$ cat config.mk
export PLATFORM = sky130hd
export DESIGN_NAME = axi_line_master_flat
export DESIGN_NICKNAME = d
export VERILOG_FILES = /design/src/rtl/axi_line_master_if.sv /design/src/rtl/axi_line_master.sv /design/src/flat_wrapper.sv
export SDC_FILE = /design/constraint.sdc
export NUM_CORES = 1
export LEC_CHECK = 0
export ABC_CLOCK_PERIOD_IN_PS = 21500
export BUFFER_PORTS_ARGS = -buffer_cell sky130_fd_sc_hd__buf_2
export CORE_AREA = 5 5 318 320
export CTS_BUF_LIST = sky130_fd_sc_hd__clkbuf_2
export DETAILED_ROUTE_END_ITERATION = 10
export DIE_AREA = 0 0 323 325
export PLACE_DENSITY = 0.55
export SLEW_MARGIN = 40
export SYNTH_ARGS = -nofsm -noshare
export SYNTH_HDL_FRONTEND = slang
export SYNTH_SLANG_ARGS = --single-unit
$ cat constraint.sdc
create_clock -name aclk -period 21.5 [get_ports aclk]
set_input_delay 3.225 -clock aclk [delete_from_list [all_inputs] [get_ports aclk]]
set_output_delay 3.225 -clock aclk [all_outputs]
set_load 0.01 [all_outputs]
$ cat src/rtl/axi_line_master_if.sv
// AXI4 read/write channel bundle between a line master and its slave.
// 64-bit data, 4-bit IDs; the master drives requests, the slave drives responses.
interface axi_line_master_if;
   logic        arvalid;
   logic        arready;
   logic [31:0] araddr;
   logic [7:0]  arlen;
   logic [3:0]  arid;
   logic [2:0]  arsize;
   logic [1:0]  arburst;

   logic        rvalid;
   logic        rready;
   logic [63:0] rdata;
   logic [1:0]  rresp;
   logic        rlast;
   logic [3:0]  rid;

   logic        awvalid;
   logic        awready;
   logic [31:0] awaddr;
   logic [7:0]  awlen;
   logic [3:0]  awid;
   logic [2:0]  awsize;
   logic [1:0]  awburst;

   logic        wvalid;
   logic        wready;
   logic [63:0] wdata;
   logic [7:0]  wstrb;
   logic        wlast;

   logic        bvalid;
   logic        bready;
   logic [1:0]  bresp;
   logic [3:0]  bid;

   modport master (
      output arvalid, araddr, arlen, arid, arsize, arburst,
      input  arready,
      input  rvalid, rdata, rresp, rlast, rid,
      output rready,
      output awvalid, awaddr, awlen, awid, awsize, awburst,
      input  awready,
      output wvalid, wdata, wstrb, wlast,
      input  wready,
      input  bvalid, bresp, bid,
      output bready
   );

   modport slave (
      input  arvalid, araddr, arlen, arid, arsize, arburst,
      output arready,
      output rvalid, rdata, rresp, rlast, rid,
      input  rready,
      input  awvalid, awaddr, awlen, awid, awsize, awburst,
      output awready,
      input  wvalid, wdata, wstrb, wlast,
      output wready,
      output bvalid, bresp, bid,
      input  bready
   );
endinterface

$ cat src/rtl/axi_line_master.sv
// Single-outstanding AXI4 master moving one cache line (BEATS x 64 bit) or one
// 64-bit word per request; read data is returned as a whole line on completion.
module axi_line_master #(
   parameter int         BEATS = 4,
   parameter logic [3:0] ID    = 4'd0
) (
   input  logic                  aclk,
   input  logic                  aresetn,
   input  logic                  req_valid,
   output logic                  req_ready,
   input  logic                  req_we,
   input  logic                  req_single,
   input  logic [31:0]           req_addr,
   input  logic [64*BEATS-1:0]   req_wdata,
   input  logic [7:0]            req_wstrb,
   output logic                  resp_valid,
   output logic                  resp_err,
   output logic [64*BEATS-1:0]   resp_rdata,
   axi_line_master_if.master     axi
);

   localparam int CW = (BEATS > 1) ? $clog2(BEATS) : 1;
   localparam logic [CW-1:0] CNT_ONE = CW'(1);

   localparam logic [2:0] S_IDLE  = 3'd0;
   localparam logic [2:0] S_RADDR = 3'd1;
   localparam logic [2:0] S_RDATA = 3'd2;
   localparam logic [2:0] S_WRITE = 3'd3;
   localparam logic [2:0] S_WRESP = 3'd4;
   localparam logic [2:0] S_DONE  = 3'd5;

   logic [2:0]              state;
   logic [CW-1:0]           cnt;
   logic [7:0]              len_q;
   logic                    aw_done;
   logic                    w_done;
   logic                    err;

   logic [31:0]             addr_q;
   logic                    single_q;
   logic [7:0]              strb_q;
   logic [BEATS-1:0][63:0]  line_q;
   logic [BEATS-1:0][63:0]  line_nxt;

   logic                    accept;
   logic                    last_beat;
   logic                    r_hs;
   logic                    aw_hs;
   logic                    w_hs;
   logic                    unused_ids;

   assign accept    = (state == S_IDLE) && req_valid;
   assign last_beat = ({{(8-CW){1'b0}}, cnt} == len_q);
   assign r_hs      = (state == S_RDATA) && axi.rvalid;
   assign aw_hs     = axi.awvalid && axi.awready;
   assign w_hs      = axi.wvalid && axi.wready;
   assign unused_ids = ^{axi.rid, axi.bid};

   assign req_ready   = (state == S_IDLE);
   assign resp_valid  = (state == S_DONE);
   assign resp_err    = (state == S_DONE) && err;

   assign axi.arvalid = (state == S_RADDR);
   assign axi.araddr  = addr_q;
   assign axi.arlen   = len_q;
   assign axi.arid    = ID;
   assign axi.arsize  = 3'b011;
   assign axi.arburst = 2'b01;
   assign axi.rready  = (state == S_RDATA);

   assign axi.awvalid = (state == S_WRITE) && !aw_done;
   assign axi.awaddr  = addr_q;
   assign axi.awlen   = len_q;
   assign axi.awid    = ID;
   assign axi.awsize  = 3'b011;
   assign axi.awburst = 2'b01;

   assign axi.wvalid  = (state == S_WRITE) && !w_done;
   assign axi.wdata   = line_q[cnt];
   assign axi.wstrb   = single_q ? strb_q : 8'hFF;
   assign axi.wlast   = axi.wvalid && last_beat;
   assign axi.bready  = (state == S_WRESP);

   always_comb begin
      line_nxt      = line_q;
      line_nxt[cnt] = axi.rdata;
   end

   // Request payload and line buffer: loaded on acceptance, filled by R beats.
   always_ff @(posedge aclk) begin
      if (accept) begin
         addr_q   <= req_addr;
         single_q <= req_single;
         strb_q   <= req_wstrb;
         line_q   <= req_we ? req_wdata : '0;
      end else if (r_hs) begin
         line_q   <= line_nxt;
      end
   end

   always_ff @(posedge aclk) begin
      if (!aresetn) begin
         state      <= S_IDLE;
         cnt        <= '0;
         len_q      <= '0;
         aw_done    <= 1'b0;
         w_done     <= 1'b0;
         err        <= 1'b0;
         resp_rdata <= '0;
      end else begin
         case (state)
            S_IDLE: begin
               if (req_valid) begin
                  state   <= req_we ? S_WRITE : S_RADDR;
                  len_q   <= req_single ? 8'd0 : 8'(BEATS - 1);
                  cnt     <= '0;
                  aw_done <= 1'b0;
                  w_done  <= 1'b0;
                  err     <= 1'b0;
               end
            end
            S_RADDR: begin
               if (axi.arready) state <= S_RDATA;
            end
            S_RDATA: begin
               // The beat counter ends the burst; rlast only contributes to err.
               if (axi.rvalid) begin
                  cnt <= cnt + CNT_ONE;
                  if ((axi.rresp != 2'b00) || (axi.rlast != last_beat)) err <= 1'b1;
                  if (last_beat) begin
                     state      <= S_DONE;
                     resp_rdata <= line_nxt;
                  end
               end
            end
            S_WRITE: begin
               if (aw_hs) aw_done <= 1'b1;
               if (w_hs) begin
                  cnt <= cnt + CNT_ONE;
                  if (last_beat) w_done <= 1'b1;
               end
               if ((aw_done || aw_hs) && (w_done || (w_hs && last_beat)))
                  state <= S_WRESP;
            end
            S_WRESP: begin
               if (axi.bvalid) begin
                  if (axi.bresp != 2'b00) err <= 1'b1;
                  state <= S_DONE;
               end
            end
            S_DONE:  state <= S_IDLE;
            default: state <= S_IDLE;
         endcase
      end
   end

endmodule
$ cat src/flat_wrapper.sv
// flat-port wrapper written by rule: the top's interface ports become plain ports
module axi_line_master_flat 
#(
   parameter int         BEATS = 4,
   parameter logic [3:0] ID    = 4'd0
)
  (aclk, aresetn, req_valid, req_ready, req_we, req_single, req_addr, req_wdata, req_wstrb, resp_valid, resp_err, resp_rdata, axi_arvalid, axi_araddr, axi_arlen, axi_arid, axi_arsize, axi_arburst, axi_arready, axi_rvalid, axi_rdata, axi_rresp, axi_rlast, axi_rid, axi_rready, axi_awvalid, axi_awaddr, axi_awlen, axi_awid, axi_awsize, axi_awburst, axi_awready, axi_wvalid, axi_wdata, axi_wstrb, axi_wlast, axi_wready, axi_bvalid, axi_bresp, axi_bid, axi_bready);
  axi_line_master_if axi_i ();
  input  logic aclk;
  input  logic aresetn;
  input  logic req_valid;
  output logic req_ready;
  input  logic req_we;
  input  logic req_single;
  input  logic [31:0] req_addr;
  input  logic [64*BEATS-1:0] req_wdata;
  input  logic [7:0] req_wstrb;
  output logic resp_valid;
  output logic resp_err;
  output logic [64*BEATS-1:0] resp_rdata;
  output wire logic [$bits(axi_i.arvalid)-1:0] axi_arvalid;
  output wire logic [$bits(axi_i.araddr)-1:0] axi_araddr;
  output wire logic [$bits(axi_i.arlen)-1:0] axi_arlen;
  output wire logic [$bits(axi_i.arid)-1:0] axi_arid;
  output wire logic [$bits(axi_i.arsize)-1:0] axi_arsize;
  output wire logic [$bits(axi_i.arburst)-1:0] axi_arburst;
  input wire logic [$bits(axi_i.arready)-1:0] axi_arready;
  input wire logic [$bits(axi_i.rvalid)-1:0] axi_rvalid;
  input wire logic [$bits(axi_i.rdata)-1:0] axi_rdata;
  input wire logic [$bits(axi_i.rresp)-1:0] axi_rresp;
  input wire logic [$bits(axi_i.rlast)-1:0] axi_rlast;
  input wire logic [$bits(axi_i.rid)-1:0] axi_rid;
  output wire logic [$bits(axi_i.rready)-1:0] axi_rready;
  output wire logic [$bits(axi_i.awvalid)-1:0] axi_awvalid;
  output wire logic [$bits(axi_i.awaddr)-1:0] axi_awaddr;
  output wire logic [$bits(axi_i.awlen)-1:0] axi_awlen;
  output wire logic [$bits(axi_i.awid)-1:0] axi_awid;
  output wire logic [$bits(axi_i.awsize)-1:0] axi_awsize;
  output wire logic [$bits(axi_i.awburst)-1:0] axi_awburst;
  input wire logic [$bits(axi_i.awready)-1:0] axi_awready;
  output wire logic [$bits(axi_i.wvalid)-1:0] axi_wvalid;
  output wire logic [$bits(axi_i.wdata)-1:0] axi_wdata;
  output wire logic [$bits(axi_i.wstrb)-1:0] axi_wstrb;
  output wire logic [$bits(axi_i.wlast)-1:0] axi_wlast;
  input wire logic [$bits(axi_i.wready)-1:0] axi_wready;
  input wire logic [$bits(axi_i.bvalid)-1:0] axi_bvalid;
  input wire logic [$bits(axi_i.bresp)-1:0] axi_bresp;
  input wire logic [$bits(axi_i.bid)-1:0] axi_bid;
  output wire logic [$bits(axi_i.bready)-1:0] axi_bready;
  assign axi_arvalid = axi_i.arvalid;
  assign axi_araddr = axi_i.araddr;
  assign axi_arlen = axi_i.arlen;
  assign axi_arid = axi_i.arid;
  assign axi_arsize = axi_i.arsize;
  assign axi_arburst = axi_i.arburst;
  assign axi_i.arready = axi_arready;
  assign axi_i.rvalid = axi_rvalid;
  assign axi_i.rdata = axi_rdata;
  assign axi_i.rresp = axi_rresp;
  assign axi_i.rlast = axi_rlast;
  assign axi_i.rid = axi_rid;
  assign axi_rready = axi_i.rready;
  assign axi_awvalid = axi_i.awvalid;
  assign axi_awaddr = axi_i.awaddr;
  assign axi_awlen = axi_i.awlen;
  assign axi_awid = axi_i.awid;
  assign axi_awsize = axi_i.awsize;
  assign axi_awburst = axi_i.awburst;
  assign axi_i.awready = axi_awready;
  assign axi_wvalid = axi_i.wvalid;
  assign axi_wdata = axi_i.wdata;
  assign axi_wstrb = axi_i.wstrb;
  assign axi_wlast = axi_i.wlast;
  assign axi_i.wready = axi_wready;
  assign axi_i.bvalid = axi_bvalid;
  assign axi_i.bresp = axi_bresp;
  assign axi_i.bid = axi_bid;
  assign axi_bready = axi_i.bready;
  axi_line_master #(.BEATS(BEATS), .ID(ID)) u_core (.aclk(aclk), .aresetn(aresetn), .req_valid(req_valid), .req_ready(req_ready), .req_we(req_we), .req_single(req_single), .req_addr(req_addr), .req_wdata(req_wdata), .req_wstrb(req_wstrb), .resp_valid(resp_valid), .resp_err(resp_err), .resp_rdata(resp_rdata), .axi(axi_i));
endmodule
### Word level (Yosys, flattened, before mapping)

Cells that the tools add are included.

| storage, ports and cells | value |
|---|---|
| input port bits | 383 |
| flip-flop bits (word level) | 569 |
| word-level logic and storage cells | 98 |

| operators by class | value |
|---|---|
| order comparisons | 2 |
| mux-type cells | 33 |
| $add $sub $neg | 1 |
| equal/unequal tests | 18 |
| reductions and logical operators | 30 |

Operators with widths:

| cell | count |
|---|---|
| 256-bit two-way mux | 3 |
| 256-bit bitwise mux | 1 |
| 64-bit binary-select mux with 2-bit select | 1 |
| 64-bit demux with 2-bit select | 1 |
| 64-bit two-way mux | 2 |
| 3-bit two-way mux | 6 |
| 3-bit case mux with 5 select lines | 1 |
| 2-bit by 1-bit inequality test with 1-bit output (second input constant) | 7 |
| 6-bit AND reduction | 2 |
| 1-bit logical AND | 11 |
| 2-bit two-way mux | 5 |
| 2-bit by 8-bit == test with 1-bit output | 1 |
| 1-bit two-way mux | 8 |
| 8-bit two-way mux | 1 |
| 2-bit inequality test (second input constant) | 4 |
| 4-bit AND reduction | 2 |
| 2-bit nonzero test | 4 |
| 3-bit by 2-bit == test with 1-bit output (second input constant) | 2 |
| 3-bit == test (second input constant) | 2 |
| 2-bit case mux with 3 select lines | 1 |
| 3-bit AND reduction | 2 |
| 3-bit nonzero test | 2 |
| 1-bit case mux with 2 select lines | 2 |
| 3-bit by 1-bit == test with 1-bit output (second input constant) | 1 |
| other kinds (9) | 12 |

### Depth between registers and ports, before layout

Gate-level depths: netlist of run 1.

| depth | value |
|---|---|
| depth in word-level cells | 8 |
| gate-level depth with buffers | 9 |

### Least setup slack after synthesis of run 1

Ideal clock, no wire load.

| timing path | value |
|---|---|
| path kind | input -> register |
| start point | input port req_valid |
| end point | register u_core.line_q[0] (netlist bit) (enable) |
| stages | 7 |
| path slack | 11.000 ns |
| required time | 19.528 ns |
| path buffers | 4 |
| arrival time | 8.527 ns |
| library setup time | 1.972 ns |
| cell sequence | nand2b_1 or3_1 clkbuf_1 clkbuf_1 clkbuf_1 clkbuf_1 nand2_1 |

| on the way | value |
|---|---|
| cells in the longest elaborated chain, start to end | 2 |

RTL lines:

| item | line | text |
|---|---|---|
| start: declaration | flat_wrapper.sv:11 | `input logic req_valid;` |
| 1-bit logical AND | axi_line_master.sv:52 | `assign accept = (state == S_IDLE) && req_valid;` |
| 2-bit nonzero test (no line) | -- |  |
| end signal: assignment | axi_line_master.sv:95 | `line_q <= req_we ? req_wdata : '0;` |
| end signal: assignment | axi_line_master.sv:97 | `line_q <= line_nxt;` |
| end: declaration | axi_line_master.sv:42 | `logic [BEATS-1:0][63:0] line_q;` |

No other way between the ends.
A chain may end at the register's enable or synchronous reset.

### Worst setup path in the final report of run 1

| timing path | value |
|---|---|
| start point | register u_core.cnt[1] |
| end point | output port axi_wdata[17] |

| on the way | value |
|---|---|
| cells in the longest elaborated chain, start to end | 2 |

RTL lines:

| item | line | text |
|---|---|---|
| start: declaration | axi_line_master.sv:33 | `logic [CW-1:0] cnt;` |
| start signal: assignment | axi_line_master.sv:128 | `cnt <= cnt + CNT_ONE;` |
| start signal: assignment | axi_line_master.sv:139 | `cnt <= cnt + CNT_ONE;` |
| 64-bit binary-select mux with 2-bit select | axi_line_master.sv:79 | `assign axi.wdata = line_q[cnt];` |
| 64-bit two-way mux (not written as such) | axi_line_master.sv:79 |  |
| end: declaration | flat_wrapper.sv:42 | `output wire logic [$bits(axi_i.wdata)-1:0] axi_wdata;` |

No other way between the ends. The select of a mux whose other input is x is not followed.

==> impl_metrics.env, run 1 <==
export IMPL_synth_top_area_cell="edfxtp_1"
export IMPL_drv_cap=0
export IMPL_synth_distinct_cells=38
export IMPL_seq_power_share_pct=44.1
export IMPL_grt_overflow=0
export IMPL_io_buffers=779
export IMPL_internal_power_mw=2.55
export IMPL_ir_worst_vdd_uv=74.3
export IMPL_cts_sinks=562
export IMPL_setup_worst_path_class="register to output pin"
export IMPL_clock_latency_ps=1370
export IMPL_final_area_mm2=0.0319
export IMPL_yosysWarnings=0
export IMPL_worstMarginPinSlew_ps=926
export IMPL_tns_ps=0
export IMPL_grt_max_degree=200
export IMPL_crit_path_end="axi_wdata[17]"
export IMPL_arrival_ps=3560
export IMPL_maxSlewViolCount=0
export IMPL_outcome="complete, no violations"
export IMPL_holdCritPathClass="register to register"
export IMPL_period_share_pct=31.5
export IMPL_skew_ps=76.3
export IMPL_cts_root_buf="clkbuf_2"
export IMPL_p_clk_share_pct=19.4
export IMPL_fp_dieH_um=325
export IMPL_crit_path_start="u_core.cnt[1]"
export IMPL_min_period_ps=6780
export IMPL_first_global_vias=22000
export IMPL_reg2reg_from="u_core.cnt[1]"
export IMPL_globalRouteMet2Util_pct=30.0
export IMPL_seq_area_frac_synth_pct=55.6
export IMPL_pwr_share_comb_pct=36.5
export IMPL_fmax_mhz=147
export IMPL_dpl_hpwl_um=68600
export IMPL_syn_cell_area_mm2=0.0256
export IMPL_initial_core_util_pct=26.2
export IMPL_holdBufCountCts=0
export IMPL_final_common_cell="buf_2"
export IMPL_die_width_um=323
export IMPL_synthFlopType="edfxtp_1"
export IMPL_rows=115
export IMPL_die_area_mm2=0.105
export IMPL_postSynthAreaPerCell_um2=11.2
export IMPL_slowest_stage="dfxtp_4"
export IMPL_rsz0062_at_grt="false"
export IMPL_cts_htree_levels=4
export IMPL_swShare_pct=39.2
export IMPL_p_switching_mw=1.64
export IMPL_gr_usage_all_layers_pct=18.2
export IMPL_clk_pin_slew_ps=90
export IMPL_cp_required_ps=18270
export IMPL_finalPower_mw=4.19
export IMPL_crit_family="buffers and inverters"
export IMPL_setup_slack_ps=14720
export IMPL_clockBufferDepth=3
export IMPL_startpoint_type="register"
export IMPL_postCtsSetupRepairBufs=0
export IMPL_final_cell_mix="buf_2, a21oi_1, edfxtp_1, nor2_1, dfxtp_1"
export IMPL_met1_usage_pct=22.0
export IMPL_max_stage_delay_ps=760
export IMPL_ant_nets=0
export IMPL_drt_initial_drc_count=1460
export IMPL_crit_cells=4
export IMPL_core_area_mm2=0.0978
export IMPL_cts_buffers=156
export IMPL_drt_wl_total_um=100000
export IMPL_path_max_fanout=30
export IMPL_finalSetupViolCount=0
export IMPL_placedCellCount=4116
export IMPL_drive_gt1_share_pct=37.0
export IMPL_timing_rr_end="u_core.resp_rdata[202]"
export IMPL_via_count=21700
export IMPL_async_flop_share_pct=0
export IMPL_final_cells=4432
export IMPL_cts_resized_gates=0
export IMPL_finalHoldViolations=0
export IMPL_busiest_layer="met2"
export IMPL_netlist_instances=2278
export IMPL_leakagePower_nw=12.6
export IMPL_path_buf_inv=3
export IMPL_grt_pass1_wl_um=144000
export IMPL_wl_per_cell_um=22.6
export IMPL_relSlewSlack_pct=38.3
export IMPL_p_per_area_mw_per_mm2=131
export IMPL_via_per_inst=4.89
export IMPL_yosys_top_cells_area="edfxtp_1, dfxtp_1, mux2i_1, a21oi_1, a211oi_1"
export IMPL_drcViolationCount=0
export IMPL_area_growth_pct=24.5
export IMPL_pre_cts_slack_ps=14780
export IMPL_grtUsageMet3_pct=5.66
export IMPL_n_fill_cell=10400
export IMPL_crit_chain="buf_4 -> buf_12 -> mux4_2 -> buf_2"
export IMPL_ys_seq_elements=562
export IMPL_gp_congestion=0.812
export IMPL_r2r_setup_slack_ps=17350
export IMPL_dpl_cell_area_mm2=0.0303
export IMPL_cts_tree="yes"
export IMPL_synth_top_area_share_pct=34.8
export IMPL_end_kind="output pin"
export IMPL_antenna_found_initial=29
export IMPL_r2r_cells=8
export IMPL_synth_edff_count=297
export IMPL_drt_pass1_iterations=5
export IMPL_final_net_count=3377
export IMPL_io_pins=818
==> power by group through the flow <==
stage | logic, mW | registers [mW] | clock network, mW
after detailed placement | 1.54 | 1.87 | 0
after global routing | 1.68 | 1.89 | 0.907
after floorplan | 0.942 | 1.90 | 0
final | 1.53 | 1.85 | 0.811
after CTS | 1.54 | 1.85 | 0.851
after global placement | 1.50 | 1.87 | 0
==> state kept, by name (all words and copies together), names as in the netlist <==
name,count
u_core.aw_done,1
u_core.axi.araddr,32
u_core.axi.arlen,1
u_core.cnt,2
u_core.err,1
u_core.line_q,256
u_core.resp_rdata,256
u_core.single_q,1
u_core.state,3
u_core.strb_q,8
u_core.w_done,1
==> metal layers <==
layer  vias up  wire, um
met5         -        55
met4         8      3460
met1     10600     40300
met2       867     48300
met3       198      8070
li1      10000         -
==> how the worst min path moves through the flow <==
stage,from,end,slack (ps),depth (start not counted)
4_1_cts,u_core.err,u_core.err,500,2
2_1_floorplan,u_core.err,u_core.err,430,2
5_1_grt,u_core.resp_rdata[111],u_core.resp_rdata[111],510,2
3_3_place_gp,u_core.err,u_core.err,470,2
6_report,u_core.err,u_core.err,490,2
3_5_place_dp,u_core.err,u_core.err,490,2
==> worst register-to-register path, delay by kind of cell (launching register included) <==
kind,cells,cell delay [ps]
buf+inv,4,2090
flops,1,760
compound gates,2,660
simple gates,2,520
==> area by class of cell <==
class                      count  area, um^2  area share [%]
sequential                   562       14200            44.6
antenna                       25        62.6           0.196
tap                         1287        1610            5.05
timing repair buffer         810        4340            13.6
multi-input combinational   1454       10100            31.8
clock inverter                32         171           0.538
inverter                       6        37.5           0.118
clock buffer                 256        1280            4.02
==> synth_stat cells (2+ instances only) <==
library cell  number
a211oi_1         257
a21oi_1          516
and2_1             3
buf_1              8
buf_2             57
buf_4             66
clkbuf_1         153
conb_1             2
dfxtp_1          265
edfxtp_1         297
ha_1               4
inv_1              5
mux2i_1          259
mux4_2            64
nand2_1           11
nand2b_1          10
nand3_1            2
nand4b_1           3
nor2_1           268
nor2b_1            2
nor3_1             2
o211ai_1           2
o21ai_0            6
or3_1              2
==> per-stage QoR <==
step                      hold WS (ps)  util, %
final                              495     32.6
after floorplan                    435        -
after global placement             474     30.8
after global routing               514     32.6
after detailed placement           485     30.9
after CTS                          498     32.4
==> cell families after synthesis <==
| logic type | Yosys count | share of synthesized area [%] |
|---|---|---|
| AO/OA/AOI/OAI | 789 | 18.1 |
| adder cells (fa/ha/maj) | 4 | 0.196 |
| buffers and inverters | 290 | 5.50 |
| flip-flops | 562 | 55.6 |
| multiplexers | 323 | 15.8 |
| other | 2 | 0.0293 |
| AND/OR/NAND/NOR | 308 | 4.85 |
Note: power is estimated with default switching activity, not from simulation.
==> inputs of run 2 (changes only) <==
--- a/config.mk
+++ b/config.mk
@@ -5,13 +5,13 @@
 export SDC_FILE = /design/constraint.sdc
 export NUM_CORES = 1
 export LEC_CHECK = 0
-export ABC_CLOCK_PERIOD_IN_PS = 21500
+export ABC_CLOCK_PERIOD_IN_PS = 6700
 export BUFFER_PORTS_ARGS = -buffer_cell sky130_fd_sc_hd__buf_2
-export CORE_AREA = 5 5 318 320
+export CORE_AREA = 5 5 320 322
 export CTS_BUF_LIST = sky130_fd_sc_hd__clkbuf_2
 export DETAILED_ROUTE_END_ITERATION = 10
-export DIE_AREA = 0 0 323 325
-export PLACE_DENSITY = 0.55
+export DIE_AREA = 0 0 325 327
+export PLACE_DENSITY = 0.54
 export SLEW_MARGIN = 40
 export SYNTH_ARGS = -nofsm -noshare
 export SYNTH_HDL_FRONTEND = slang
==> constraint.sdc (replaced) <==
create_clock -name aclk -period 6.7 [get_ports aclk]
set_input_delay 1.005 -clock aclk [delete_from_list [all_inputs] [get_ports aclk]]
set_output_delay 1.005 -clock aclk [all_outputs]
set_load 0.01 [all_outputs]
==> impl_metrics.env, run 2 (same netlist as run 1, synthesis figures left out) <==
export IMPL_dpl_hpwl_um=69200
export IMPL_die_width_um=325
export IMPL_grt_pass1_wl_um=158000
export IMPL_final_cell_mix="buf_2, dlygate4sd3_1, a21oi_1, edfxtp_1, nor2_1"
export IMPL_rows=116
export IMPL_holdBufCountCts=642
export IMPL_clockBufferDepth=3
export IMPL_drv_cap=0
export IMPL_holdCritPathClass="input pin to register"
export IMPL_antenna_found_initial=11
export IMPL_min_period_ps=5050
export IMPL_arrival_ps=4050
export IMPL_area_growth_pct=50.0
export IMPL_first_global_vias=25100
export IMPL_leakagePower_nw=15.3
export IMPL_cts_sinks=562
export IMPL_final_net_count=4023
export IMPL_fp_dieH_um=327
export IMPL_max_stage_delay_ps=810
export IMPL_worstMarginPinSlew_ps=954
export IMPL_dpl_cell_area_mm2=0.0304
export IMPL_crit_chain="buf_4 -> nand3_1 -> nand2_1 -> and2_1 -> buf_2"
export IMPL_r2r_setup_slack_ps=2490
export IMPL_crit_family="buffers and inverters"
export IMPL_drive_gt1_share_pct=30.5
export IMPL_gp_congestion=0.847
export IMPL_postCtsSetupRepairBufs=0
export IMPL_final_area_mm2=0.0384
export IMPL_internal_power_mw=9.40
export IMPL_path_max_fanout=39
export IMPL_wl_met1_um=43600
export IMPL_wl_per_cell_um=21.1
export IMPL_reg2reg_from="u_core.cnt[1]"
export IMPL_path_buf_inv=2
export IMPL_min_from="req_addr[27]"
export IMPL_grt_overflow=0
export IMPL_initial_core_util_pct=25.8
export IMPL_cts_htree_levels=4
export IMPL_via_count=24500
export IMPL_final_common_cell="buf_2"
export IMPL_io_pins=818
export IMPL_seq_power_share_pct=39.6
export IMPL_drt_wl_total_um=107000
export IMPL_cts_root_buf="clkbuf_2"
export IMPL_maxSlewViolCount=0
export IMPL_skew_ps=124
export IMPL_finalHoldViolations=0
export IMPL_io_buffers=779
export IMPL_gr_usage_all_layers_pct=19.3
export IMPL_die_area_mm2=0.106
export IMPL_finalSetupViolCount=0
export IMPL_core_area_mm2=0.0993
export IMPL_period_share_pct=75.4
export IMPL_clock_latency_ps=1430
export IMPL_outcome="complete, no violations"
export IMPL_drt_initial_drc_count=1583
export IMPL_p_per_area_mw_per_mm2=391
export IMPL_pre_cts_slack_ps=2770
export IMPL_tns_ps=0
export IMPL_rsz0062_at_grt="false"
export IMPL_ant_nets=0
export IMPL_drt_pass1_iterations=5
export IMPL_grt_max_degree=184
export IMPL_relSlewSlack_pct=36.4
export IMPL_cp_required_ps=5690
export IMPL_routed_top_layer="met5"
export IMPL_p_switching_mw=5.61
export IMPL_setup_slack_ps=1650
export IMPL_via_per_inst=4.84
export IMPL_fmax_mhz=198
export IMPL_cts_buffers=158
export IMPL_drcViolationCount=0
export IMPL_swShare_pct=37.4
export IMPL_wl_met3_um=8030
export IMPL_ir_worst_vdd_uv=184
export IMPL_startpoint_type="register"
export IMPL_pwr_share_comb_pct=42.5
export IMPL_hold_worst_slack_ps=364
export IMPL_wl_met2_um=50100
export IMPL_crit_path_start="u_core.cnt[1]"
export IMPL_end_kind="output pin"
export IMPL_setup_worst_path_class="register to output pin"
export IMPL_clk_pin_slew_ps=100
export IMPL_cts_resized_gates=0
export IMPL_cts_tree="yes"
export IMPL_slowest_stage="dfxtp_4"
export IMPL_p_clk_share_pct=17.9
run 2: cell types whose count changed in the layout (fill, tap and decap cells not counted), sizes merged:
cell         previous run  this run
clkinvlp                6         3
clkbuf                257       242
buf                   809       811
clkinv                 21        36
bufinv                  1         3
dlygate4sd3             0       642
diode                  25        10
run 2: worst reg2reg max path: stages, from the launching register on:
cell and delay, ps:
dfxtp_4 810, buf_4 760, ha_4 630, buf_4 600
mux2i_1 440, a21oi_1 110, dlygate4sd3_1 580
run 2: final timing paths:
| path | depth (start not counted) | end |
|---|---|---|
| worst min-delay path | 2 | u_core.axi.araddr[27] |
| worst min register to register | 2 | u_core.resp_rdata[167] |
| worst max register to register | 6 | u_core.line_q[245] |
| worst max-delay path | 5 | axi_wlast |
run 2: layer usage:
layer	GRT usage, %	up-vias
met5	0	-
met4	10.3	4
met3	5.51	264
met2	31.4	1039
met1	23.3	11900
li1	-	11300
run 2: power groups by stage:
stage	clock [mW]	combinational [mW]	sequential [mW]
6_report	2.69	6.38	5.94
5_1_grt	3.00	6.91	6.07
4_1_cts	2.82	6.32	5.92
3_5_place_dp	0	4.98	5.98
3_3_place_gp	0	4.88	5.97
2_1_floorplan	0	3.03	6.01
run 2: per-stage QoR:
stage | std cells | utilization, % | power, mW
finish | 5071 | 38.7 | 15.0
detailed placement | 4129 | 30.6 | 11.0
floorplan | 2306 | - | 9.04
global route | 5070 | 38.7 | 16.0
CTS | 5058 | 38.6 | 15.1
global placement | 4123 | 30.4 | 10.9
run 2: cell type report:
type | count | area [um^2]
timing repair buffer | 1454 | 10800
clock inverter | 46 | 293
sequential | 562 | 14200
multi-input combinational | 1454 | 10100
antenna | 10 | 25.0
inverter | 6 | 32.5
clock buffer | 241 | 1210
fill | 9880 | 60900
tap | 1298 | 1620
